`config.mk`:
```
export PLATFORM = sky130hd
export DESIGN_NAME = tdp_initiator
export DESIGN_NICKNAME = d
export VERILOG_FILES = /design/src/rtl/tdp_initiator.sv
export SDC_FILE = /design/constraint.sdc
export NUM_CORES = 1
export LEC_CHECK = 0
export ABC_CLOCK_PERIOD_IN_PS = 2410
export BUFFER_PORTS_ARGS = -buffer_cell sky130_fd_sc_hd__buf_4
export CAP_MARGIN = 5
export CORE_ASPECT_RATIO = 1.1
export CORE_MARGIN = 2
export CORE_UTILIZATION = 25
export CTS_BUF_LIST = sky130_fd_sc_hd__clkbuf_4 sky130_fd_sc_hd__clkbuf_8
export DETAILED_ROUTE_END_ITERATION = 10
export PLACE_DENSITY = 0.6
export SYNTH_ARGS = -nofsm -noshare
export SYNTH_HDL_FRONTEND = slang
export SYNTH_SLANG_ARGS = --single-unit
```
`constraint.sdc`:
```
create_clock -name clk -period 2.41 [get_ports clk]
set_clock_uncertainty 0.2 [all_clocks]
set_input_delay 0.1205 -clock clk [delete_from_list [all_inputs] [get_ports clk]]
set_output_delay 0.1205 -clock clk [all_outputs]
set_load 0.01 [all_outputs]
```
`src/rtl/tdp_initiator.sv`:
```
`timescale 1ns/1ps
`default_nettype none
// ============================================================================
//  Module   : tdp_initiator
//  Brief    : Burst initiator for a single memory port. Accepts a burst
//             command {wr, len, addr}, then either streams write payload into
//             sequential memory writes or issues sequential reads and forwards
//             the in-order responses downstream, tagging the last word (eot).
//  Revision : 1.0 - initial release
// ============================================================================
module tdp_initiator #(
  parameter int W_DATA = 16,
  parameter int W_ADDR = 16,
  parameter int W_LEN  = 8
) (
  input  logic                     clk,
  input  logic                     rst,
  // burst command {wr, len, addr}
  input  logic                     cmd_valid,
  output logic                     cmd_ready,
  input  logic [W_ADDR+W_LEN:0]    cmd_data,
  // write payload stream
  input  logic                     wdat_valid,
  output logic                     wdat_ready,
  input  logic [W_DATA-1:0]        wdat_data,
  // memory request {ctrl, data, addr}
  output logic                     req_valid,
  input  logic                     req_ready,
  output logic [W_DATA+W_ADDR:0]   req_data,
  // memory read responses
  input  logic                     dout_valid,
  output logic                     dout_ready,
  input  logic [W_DATA-1:0]        dout_data,
  // read data to downstream {eot, data}
  output logic                     rdat_valid,
  input  logic                     rdat_ready,
  output logic [W_DATA:0]          rdat_data,
  output logic                     busy
);

  typedef enum logic [1:0] {
    S_IDLE  = 2'd0,
    S_WR    = 2'd1,
    S_RD    = 2'd2,
    S_DRAIN = 2'd3
  } state_t;

  state_t            r_state;
  state_t            w_state_nxt;
  logic [W_ADDR-1:0] r_addr;
  logic [W_LEN-1:0]  r_len;
  logic              r_wr;
  logic [W_LEN-1:0]  r_icnt;
  logic [W_LEN-1:0]  r_rcnt;

  logic [W_ADDR-1:0] w_req_addr;
  logic              w_req_last;
  logic              w_eot;
  logic              w_cmd_hs;
  logic              w_req_hs;
  logic              w_rdat_hs;

  // Address of the current beat; the adder width makes it wrap naturally.
  assign w_req_addr = r_addr + W_ADDR'(r_icnt);
  assign w_req_last = (r_icnt == r_len);
  assign w_eot      = (r_rcnt == r_len);
  assign w_cmd_hs   = cmd_valid & cmd_ready;
  assign w_req_hs   = req_valid & req_ready;
  assign w_rdat_hs  = rdat_valid & rdat_ready;
  assign busy       = (r_state != S_IDLE);

  // State register; reset drops any burst in flight.
  always_ff @(posedge clk or negedge rst) begin
    if (!rst) begin
      r_state <= S_IDLE;
    end else begin
      r_state <= w_state_nxt;
    end
  end

  // Next-state and all handshake/data outputs, purely combinational.
  always_comb begin
    w_state_nxt = r_state;
    cmd_ready   = 1'b0;
    wdat_ready  = 1'b0;
    req_valid   = 1'b0;
    req_data    = '0;
    dout_ready  = 1'b0;
    rdat_valid  = 1'b0;
    rdat_data   = {w_eot, dout_data};
    case (r_state)
      S_IDLE: begin
        cmd_ready = 1'b1;
        if (cmd_valid) begin
          w_state_nxt = cmd_data[W_ADDR+W_LEN] ? S_WR : S_RD;
        end
      end
      S_WR: begin
        req_valid  = wdat_valid;
        wdat_ready = req_ready;
        req_data   = {r_wr, wdat_data, w_req_addr};
        if (wdat_valid && req_ready && w_req_last) begin
          w_state_nxt = S_IDLE;
        end
      end
      S_RD: begin
        req_valid  = 1'b1;
        req_data   = {r_wr, {W_DATA{1'b0}}, w_req_addr};
        rdat_valid = dout_valid;
        dout_ready = rdat_ready;
        if (req_ready && w_req_last) begin
          // Last response leaving together with the last request ends the burst.
          w_state_nxt = (dout_valid && rdat_ready && w_eot) ? S_IDLE : S_DRAIN;
        end
      end
      S_DRAIN: begin
        rdat_valid = dout_valid;
        dout_ready = rdat_ready;
        if (dout_valid && rdat_ready && w_eot) begin
          w_state_nxt = S_IDLE;
        end
      end
      default: begin
        w_state_nxt = S_IDLE;
      end
    endcase
  end

  // Command capture plus issue/response beat counters.
  always_ff @(posedge clk or negedge rst) begin
    if (!rst) begin
      r_addr <= '0;
      r_len  <= '0;
      r_wr   <= 1'b0;
      r_icnt <= '0;
      r_rcnt <= '0;
    end else if (w_cmd_hs) begin
      r_addr <= cmd_data[W_ADDR-1:0];
      r_len  <= cmd_data[W_ADDR+W_LEN-1:W_ADDR];
      r_wr   <= cmd_data[W_ADDR+W_LEN];
      r_icnt <= '0;
      r_rcnt <= '0;
    end else begin
      if (w_req_hs) begin
        r_icnt <= r_icnt + 1'b1;
      end
      if (w_rdat_hs) begin
        r_rcnt <= r_rcnt + 1'b1;
      end
    end
  end

endmodule
`default_nettype wire

```
==> run_results.csv, run 1 <==
group,metric,value,unit
run_status,status,"finished with violations",
run_status,violations,"negative setup slack",
worst_hold_path,min_from,"dout_data[0]",
timing,hold_violations,0,
pwr,max-vdd-ir-drop,0.0004065,V
cells_and_area,most-common-layout-cells,"buf_4 (106), nand2_1 (88), dfrtp_1 (43)",
pwr,cellPowerDensity,931.5,nW/um^2
critical_path,reg2regPathDepth,8,
worst_hold_path,hold_path_end,"rdat_data[0]",
critical_path,critPathRequiredTime,2090,ps
pwr,p_total,4.046,mW
die,fp.dieH,118.2,microns
synth,syn_nets,437,
routing,wire_per_inst,12.90,microns
synth,synth_top_family_by_area,"simple AND/OR/NAND/NOR gates",
worst_hold_path,min_path_cells,0,
routing,route.detailed.drc,0,
die,io_pins,120,
synth,syn_avg_cell_area,8.283,sq um
die,rows,41,
placement,hpwlAfterDp,6038,microns
critical_path,worstSetupEndpointType,"primary output",
routing,met2_length,4056,microns
global_routing,grt_pass1_wl,13320,microns
synth,synth_simple_gate_area_share,27.17,%
routing,vias,2764,
critical_path,r2r_slack,240,ps
placement,port_buffers,87,
critical_path,worstReg2RegStart,"r_icnt[0]",
synth,ys_seq_area_share,36.29,%
critical_path,critPathKind,"reg -> out",
critical_path,critPathArrivalTime,2560,ps
timing,fin_ws,-469.8,ps
routing,top_layer_used,"met4",
synth,syn_area,2965,sq um
routing,wirelength_met1,3644,microns
clock_network,cts_buffers,5,
synth,synth_warnings,0,
clock_network,cts_max_path_buffers,2,
timing,max_slew_margin,63.05,%
worst_hold_path,hold_path.class,"in -> out",
clock_network,cts_sinks,43,
timing,slew_violations,0,
clock_network,cts_root_buffer,"clkbuf_8",
cells_and_area,final_cells,625,
cells_and_area,layout-drive-gt1-share,30.95,%
placement,dpl.cell_count,582,
die,core,11540,sq um
clock_network,cts.clk_slew.worst_paths,70,ps
cells_and_area,syn_to_final_growth,46.50,%
cells_and_area,n_antenna_cell,0,
critical_path,crit_start,"r_addr[0]",
routing,wl_met3,282,microns
timing,worstMarginPinSlew,554.2,ps
global_routing,globalRouteOverflowTotal,0,
synth,yosys.area.top_type,"dfrtp_1",
critical_path,path_buf_inv,2,
die,start_util,25.69,%
global_routing,grt_pass1_vias,2839,
timing,min_period_over_period,119.5,%
synth,synth_compound_area_share,10.76,%
synth,synth_cells,358,
synth,synth-xor-area-share,10.04,%
synth,netlist.area_leader.share,36.29,%
routing,routed_wl,8062,microns
synth,synth_area_leaders,"dfrtp_1 (36%), nand2_1 (11%), xnor2_1 (7.1%)",
synth,synth-adder-area-share,6.582,%
critical_path,crit_slowest_cell,"or4_4",
clock_network,clk_latency,290,ps
clock_network,cts_tree,"yes",
cells_and_area,fin_nets,553,
routing,firstDrtPassIters,4,
timing,rsz0062_at_grt,"true",
pwr,p_leak,2.082,nW
clock_network,cts_max_level,2,
global_routing,antenna_found_initial,0,
critical_path,slowest_delay,500,ps
global_routing,grt_max_degree,44,
synth,muxShareOfSynthArea,2.025,%
cells_and_area,layout_commonest_cell,"buf_4",
critical_path,r2r-end,"r_state[1]",
global_routing,grt_use_total,12.75,%
placement,gp_congestion,0.8565,
flow_run,cap_viol_max_count,0,
routing,vias_per_cell,4.422,
critical_path,critPathMaxFanout,4,
timing,finalSetupViolCount,9,
synth,synth_cell_types,44,
timing,clock.fmax,347.3,MHz
routing,antenna_left,0,
timing,period_needed,2880,ps
die,chipWidth,107.8,microns
die,die-area,12750,sq um
cells_and_area,post-route-cell-area,4344,sq um
critical_path,start_kind,"register",
critical_path,path_cells,"ha_4, inv_2, fa_2, and2b_2, o2111ai_2, and3_4, or4_4, a21oi_2, buf_4",
synth,ys_seq_elements,43,
routing,first_iter_violations,99,
placement,placed_area,3756,sq um
critical_path,worst_path_dominant_cell_family,"simple AND/OR/NAND/NOR gates",
where the power goes:
part	total, mW	internal, mW	switching [mW]
clock	0.513	0.273	0.240
sequential	1.22	0.965	0.259
combinational	2.31	1.11	1.20
per-stage QoR:
step | utilization, % | setup slack, ps | TNS [ps] | hold WS [ps]
6_report | 37.64 | -469.8 | -1963 | 41.00
4_1_cts | 37.11 | -489.4 | -1848 | 35.82
5_1_grt | 37.64 | -557.0 | -2952 | 41.02
3_3_place_gp | 32.54 | -116.3 | -165.6 | -54.52
2_1_floorplan | - | -126.1 | -187.9 | -375.1
3_5_place_dp | 32.54 | -199.1 | -371.7 | -47.22
what timing repair did:
| action | CTS | global route |
|---|---|---|
| hold buffers | 26 | 0 |
| resized for setup | 25 | 8 |
| endpoints found under the setup margin | 12 | 11 |
| hold endpoints to repair | 69 | 0 |
| setup buffers | 7 | 2 |
| pin swaps | 11 | 4 |
kinds of logic after synthesis:
family          after synthesis
simple gates                175
mux                           6
buf+inv                      39
xor+xnor                     34
compound gates               46
fa+ha+maj                    15
flops                        43
flip-flops by register name, summed over array words and instances (netlist names):
| name | cells |
|---|---|
| r_addr | 16 |
| r_len | 8 |
| r_state | 2 |
| r_icnt | 8 |
| r_rcnt | 8 |
| r_wr | 1 |
layout make-up:
class / instances / area (sq um)
Multi-Input combinational cell: 276 / 1823
Sequential cell: 43 / 1076
Timing Repair Buffer: 137 / 1112
Tap cell: 150 / 187.7
Inverter: 11 / 41.29
Clock buffer: 8 / 103.9
Fill cell: 1198 / 7198
how the worst max path moves through the flow:
| stage | end | cells past startpoint |
|---|---|---|
| 4_1_cts | req_data[10] | 9 |
| 6_report | req_data[10] | 9 |
| 3_5_place_dp | req_data[10] | 9 |
| 2_1_floorplan | req_data[10] | 8 |
| 3_3_place_gp | req_data[10] | 9 |
| 5_1_grt | req_data[10] | 9 |
synth_stat cells (all sizes together):
cell,count
o21ai,7
a21oi,12
a31oi,1
or3,2
o41ai,3
clkbuf,10
o311ai,2
nand4,7
xor2,10
xnor2,24
o2111ai,2
and2,20
o22a,1
buf,18
nand3,9
nor2,28
inv,11
or4,1
nand2,89
o31ai,2
and3,5
a21o,4
and2b,2
nor3,4
and4,2
o211a,1
a211oi,1
dfrtp,43
ha,14
a2111o,1
o21bai,2
nand3b,1
fa,1
o21a,5
nand2b,4
o211ai,1
a21boi,1
or2,1
mux2i,6
worst reg2reg max path, cell delays in order (launching register included):
cell and delay, ps:
dfrtp_1 420, buf_4 140, buf_4 120, buf_4 140, xnor2_1 140, nand4_1 130, o41ai_1 360, o2111ai_1 230
mux2i_1 170
routing by layer:
metal	vias up	track usage [%]
met4	0	3.365
met3	13	1.986
met1	1287	16.70
met5	-	0
met2	58	21.70
li1	1406	-
Note: power is estimated with default switching activity, not from simulation.
==> run 2, diff against run 1 <==
Settings changed: SKIP_LAST_GASP set to 1.
==> run_results.csv, run 2 (synthesized netlist as in run 1, its figures left out) <==
group,metric,value,unit
run_status,status,"finished with violations",
run_status,violations,"negative setup slack",
cells_and_area,layout_commonest_cell,"buf_4",
cells_and_area,largest_reg_flops,16,
pwr,p_int,2.341,mW
timing,finalSetupViolCount,9,
pwr,max-vdd-ir-drop,0.0004066,V
cells_and_area,most-common-layout-cells,"buf_4 (106), nand2_1 (88), dfrtp_1 (43)",
flow_run,cap_viol_max_count,0,
global_routing,grt_pass1_vias,2830,
die,rows,41,
cells_and_area,post-route-cell-area,4323,sq um
routing,routed_wl,8040,microns
critical_path,critPathMaxFanout,4,
clock_network,clk_latency,290,ps
clock_network,cts_buffers,5,
critical_path,worstSetupEndpointType,"primary output",
placement,gp_congestion,0.8565,
die,start_util,25.69,%
critical_path,critPathArrivalTime,2560,ps
global_routing,antenna_found_initial,0,
die,io_pins,120,
clock_network,cts_max_level,2,
timing,period_needed,2879,ps
routing,firstDrtPassIters,4,
pwr,p_sw_share,41.96,%
clock_network,cts.clk_slew.worst_paths,70,ps
timing,clock.fmax,347.3,MHz
placement,placed_area,3756,sq um
routing,antenna_left,0,
routing,vias_per_cell,4.414,
pwr,cellPowerDensity,932.8,nW/um^2
die,die-area,12750,sq um
routing,wire_per_inst,12.86,microns
global_routing,grt_pass1_wl,13280,microns
placement,port_buffers,87,
critical_path,worstReg2RegStart,"r_icnt[0]",
timing,rsz0062_at_grt,"true",
die,fp.dieH,118.2,microns
timing,max_slew_margin,63.11,%
global_routing,grt_max_degree,44,
die,core,11540,sq um
worst_hold_path,min_from,"dout_data[0]",
timing,worstMarginPinSlew,553.4,ps
pwr,seqPwrFrac,30.3,%
routing,vias,2759,
timing,hold_violations,0,
global_routing,grt_use_total,12.71,%
clock_network,cts_sinks,43,
die,chipWidth,107.8,microns
timing,min_period_over_period,119.5,%
cells_and_area,fin_nets,553,
cells_and_area,n_antenna_cell,0,
cells_and_area,largest-register,"r_addr",
cells_and_area,num-fill-cells,1201,
global_routing,globalRouteOverflowTotal,0,
placement,hpwlAfterDp,6038,microns
routing,first_iter_violations,91,
critical_path,crit_start,"r_addr[0]",
pwr,pwr-share-clk,12.7,%
pwr,p_leak,2.080,nW
clock_network,cts_root_buffer,"clkbuf_8",
timing,slew_violations,0,
pwr,power_frac_comb,57.0,%
critical_path,critPathRequiredTime,2090,ps
routing,route.detailed.drc,0,
timing,fin_ws,-469.4,ps
critical_path,critPathKind,"reg -> out",
clock_network,cts_max_path_buffers,2,
critical_path,start_kind,"register",
cells_and_area,layout-drive-gt1-share,30.95,%
pwr,p_switching,1.692,mW
worst_hold_path,hold_path.class,"in -> out",
cells_and_area,syn_to_final_growth,45.78,%
timing,setup_tns,-2015,ps
clock_network,cts_tree,"yes",
## run 2: layout make-up
class	instances	area, sq um	share of cell area [%]
multi-input combinational	276	1802	41.68
timing repair buffer	137	1112	25.73
sequential	43	1076	24.89
tap	150	187.7	4.342
clock buffer	8	103.9	2.402
inverter	11	41.29	0.9551
## run 2: final timing paths
kind	end	slack, ps	depth (start not counted)
worst min-delay path	rdat_data[0]	40	0
min in group asynchronous	r_len[1]	150	2
worst max-delay path	req_data[10]	-470	9
worst min register to register	r_wr	280	2
max in group asynchronous	r_addr[12]	1490	2
worst max register to register	r_state[1]	230	8
## run 2: what timing repair did
item | CTS | global route
endpoints found under the hold margin | 69 | 0
pin swaps | 11 | 4
gates cloned | 0 | 0
gates resized for setup | 24 | 8
hold buffers | 26 | 0
buffers inserted | 7 | 2
endpoints found under the setup margin | 12 | 11
## run 2: power by group through the flow
stage,sequential [mW],clock (mW),combinational [mW]
after floorplan,1.16,0,1.36
after global placement,1.20,0,2.12
after detailed placement,1.22,0,2.15
final,1.22,0.513,2.30
after global routing,1.26,0.559,2.55
after CTS,1.21,0.530,2.29
## run 2: per-layer routing
layer / vias up / wire length, microns / global-route usage (%)
met4: 0 / 61 / 3.125
met1: 1296 / 3685 / 16.66
met5: - / 0 / 0
met3: 11 / 252 / 1.986
li1: 1402 / - / -
met2: 50 / 4041 / 21.70
## run 2: worst max-delay path: stages, from the launching register on
cell,delay [ps]
dfrtp_1,400
ha_4,160
inv_2,40
fa_2,320
and2b_2,240
o2111ai_2,130
and3_4,230
or4_4,500
a21oi_2,120
buf_4,120
## run 2: metrics by stage
step                instances  utilization, %  hold slack (ps)  worst slack (ps)  power, mW
CTS                       623           37.00            35.82            -489.4      4.029
floorplan                 358               -           -375.1            -126.1      2.515
detailed placement        582           32.54           -47.22            -199.1      3.372
global placement          582           32.54           -54.52            -116.3      3.320
finish                    625           37.45            41.00            -469.4      4.032
global route              625           37.45            41.02            -557.0      4.370
==> run 3, diff against run 2 <==
Settings changed: CORE_UTILIZATION 25 to 44, CTS_BUF_LIST sky130_fd_sc_hd__clkbuf_4 sky130_fd_sc_hd__clkbuf_8 to unset, PLACE_DENSITY 0.6 to 0.88, TNS_END_PERCENT set to 30.
==> run_results.csv, run 3 (synthesized netlist as in run 1, its figures left out) <==
group,metric,value,unit
run_status,status,"finished with violations",
run_status,violations,"negative setup slack",
die,die-area,7413,sq um
die,fp.dieH,90.10,microns
clock_network,cts_max_path_buffers,2,
global_routing,globalRouteOverflowTotal,0,
global_routing,grt_max_degree,44,
clock_network,cts_tree,"yes",
placement,hpwlAfterDp,5518,microns
critical_path,critPathMaxFanout,4,
timing,hold_violations,0,
pwr,p_sw_share,43.31,%
routing,route.detailed.drc,0,
clock_network,cts_max_level,2,
cells_and_area,n_antenna_cell,0,
timing,min_period_over_period,120.5,%
routing,wire_per_inst,14.22,microns
timing,worstMarginPinSlew,561.6,ps
clock_network,cts.clk_slew.worst_paths,80,ps
pwr,pwr-share-clk,12.8,%
clock_network,clk_latency,310,ps
clock_network,cts_root_buffer,"clkbuf_8",
routing,first_iter_violations,119,
global_routing,grt_pass1_wl,12760,microns
timing,slew_violations,0,
critical_path,critPathRequiredTime,2090,ps
timing,finalSetupViolCount,11,
clock_network,cts_sinks,43,
global_routing,grt_pass1_vias,2881,
clock_network,cts_buffers,5,
critical_path,crit_slowest_cell,"or4_4",
cells_and_area,num-fill-cells,518,
die,rows,31,
cells_and_area,seqCellArea,1076,sq um
cells_and_area,syn_to_final_growth,37.68,%
critical_path,start_kind,"register",
pwr,power_frac_comb,56.6,%
cells_and_area,most-common-layout-cells,"buf_4 (103), nand2_1 (89), dfrtp_1 (43)",
global_routing,grt_use_total,21.57,%
die,start_util,45.24,%
pwr,max-vdd-ir-drop,0.0005137,V
placement,place_ws,-153.5,ps
routing,routed_wl,7821,microns
pwr,cellPowerDensity,960.5,nW/um^2
critical_path,slowest_delay,520,ps
timing,rsz0062_at_grt,"true",
routing,antenna_left,0,
cells_and_area,largest-register,"r_addr",
cells_and_area,final_util,62.28,%
placement,gp_congestion,0.9298,
critical_path,critPathKind,"reg -> out",
pwr,p_int,2.223,mW
timing,clock.fmax,344.4,MHz
critical_path,critPathArrivalTime,2580,ps
flow_run,cap_viol_max_count,0,
routing,vias_per_cell,5.100,
critical_path,worstSetupEndpointType,"primary output",
placement,port_buffers,87,
die,chipWidth,82.28,microns
die,core,6555,sq um
routing,vias,2805,
timing,fin_ws,-493.6,ps
timing,setup_tns,-2766,ps
pwr,seqPwrFrac,30.6,%
timing,holdWs,41.00,ps
timing,period_needed,2904,ps
cells_and_area,fin_nets,546,
cells_and_area,multi_input_area,1710,sq um
routing,firstDrtPassIters,4,
die,io_pins,120,
global_routing,antenna_found_initial,0,
cells_and_area,largest_reg_flops,16,
pwr,p_total,3.921,mW
critical_path,path_cells,"ha_2, inv_2, fa_2, and2b_2, o2111ai_2, and3_4, or4_4, a21oi_2, buf_4",
cells_and_area,layout-drive-gt1-share,27.35,%
worst_hold_path,hold_path.class,"in -> out",
timing,max_slew_margin,62.56,%
pwr,p_leak,2.023,nW
cells_and_area,layout_commonest_cell,"buf_4",
pwr,p_switching,1.698,mW
-- run 3: cell types whose count changed in the layout (fill, tap and decap cells not counted), moves of 2 or more --
cell,delta
buf_4,-3
ha_1,+2
buf_6,-5
o21ai_0,+2
ha_4,-3
o21bai_1,+2
o21ai_1,-2
-- run 3: repair_timing --
item,4_1_cts,5_1_grt
setup endpoints to repair,11,13
setup buffers,3,3
hold endpoints to repair,69,0
pin swaps,3,5
hold buffers,26,0
resized for setup,4,5
-- run 3: power groups by stage --
stage	Combinational (mW)	Clock, mW	Sequential (mW)
6_report	2.22	0.502	1.20
2_1_floorplan	1.35	0	1.16
5_1_grt	2.47	0.537	1.23
3_3_place_gp	2.03	0	1.19
3_5_place_dp	2.11	0	1.21
4_1_cts	2.17	0.512	1.20
-- run 3: area by class of cell --
cell class                      count  share of cell area, %
Timing Repair Buffer              130                  25.80
Inverter                           11                  1.011
Clock buffer                        6                  2.023
Multi-Input combinational cell    276                  41.89
Tap cell                           82                  2.513
Sequential cell                    43                  26.36
Clock inverter                      2                 0.3984
-- run 3: final timing paths --
check	slack (ps)	endpoint	cells after the start	from
worst max register to register	320	r_rcnt[5]	7	r_state[0]
max in group asynchronous	1480	r_wr	2	rst
worst max-delay path	-490	req_data[10]	9	r_icnt[0]
worst min register to register	290	r_addr[7]	2	r_addr[7]
min in group asynchronous	140	r_len[1]	2	rst
worst min-delay path	40	rdat_data[11]	0	dout_data[11]
-- run 3: through the flow --
stage | std cells | cell area (sq um)
CTS | 547 | 4044
floorplan | 358 | 2969
finish | 550 | 4083
global route | 550 | 4083
detailed placement | 510 | 3650
global placement | 510 | 3650
-- run 3: critical path, delay by kind of cell (launching register included) --
kind            cells  cell delay [ps]
compound gates      2              260
simple gates        3              960
fa+ha+maj           2              530
buf+inv             2              170
flops               1              370
-- run 3: metal layers --
| layer | track usage [%] | routed length [microns] |
|---|---|---|
| met3 | 4.618 | 346 |
| met2 | 37.37 | 4074 |
| met5 | 0 | 0 |
| met4 | 8.333 | 174 |
| met1 | 25.27 | 3226 |
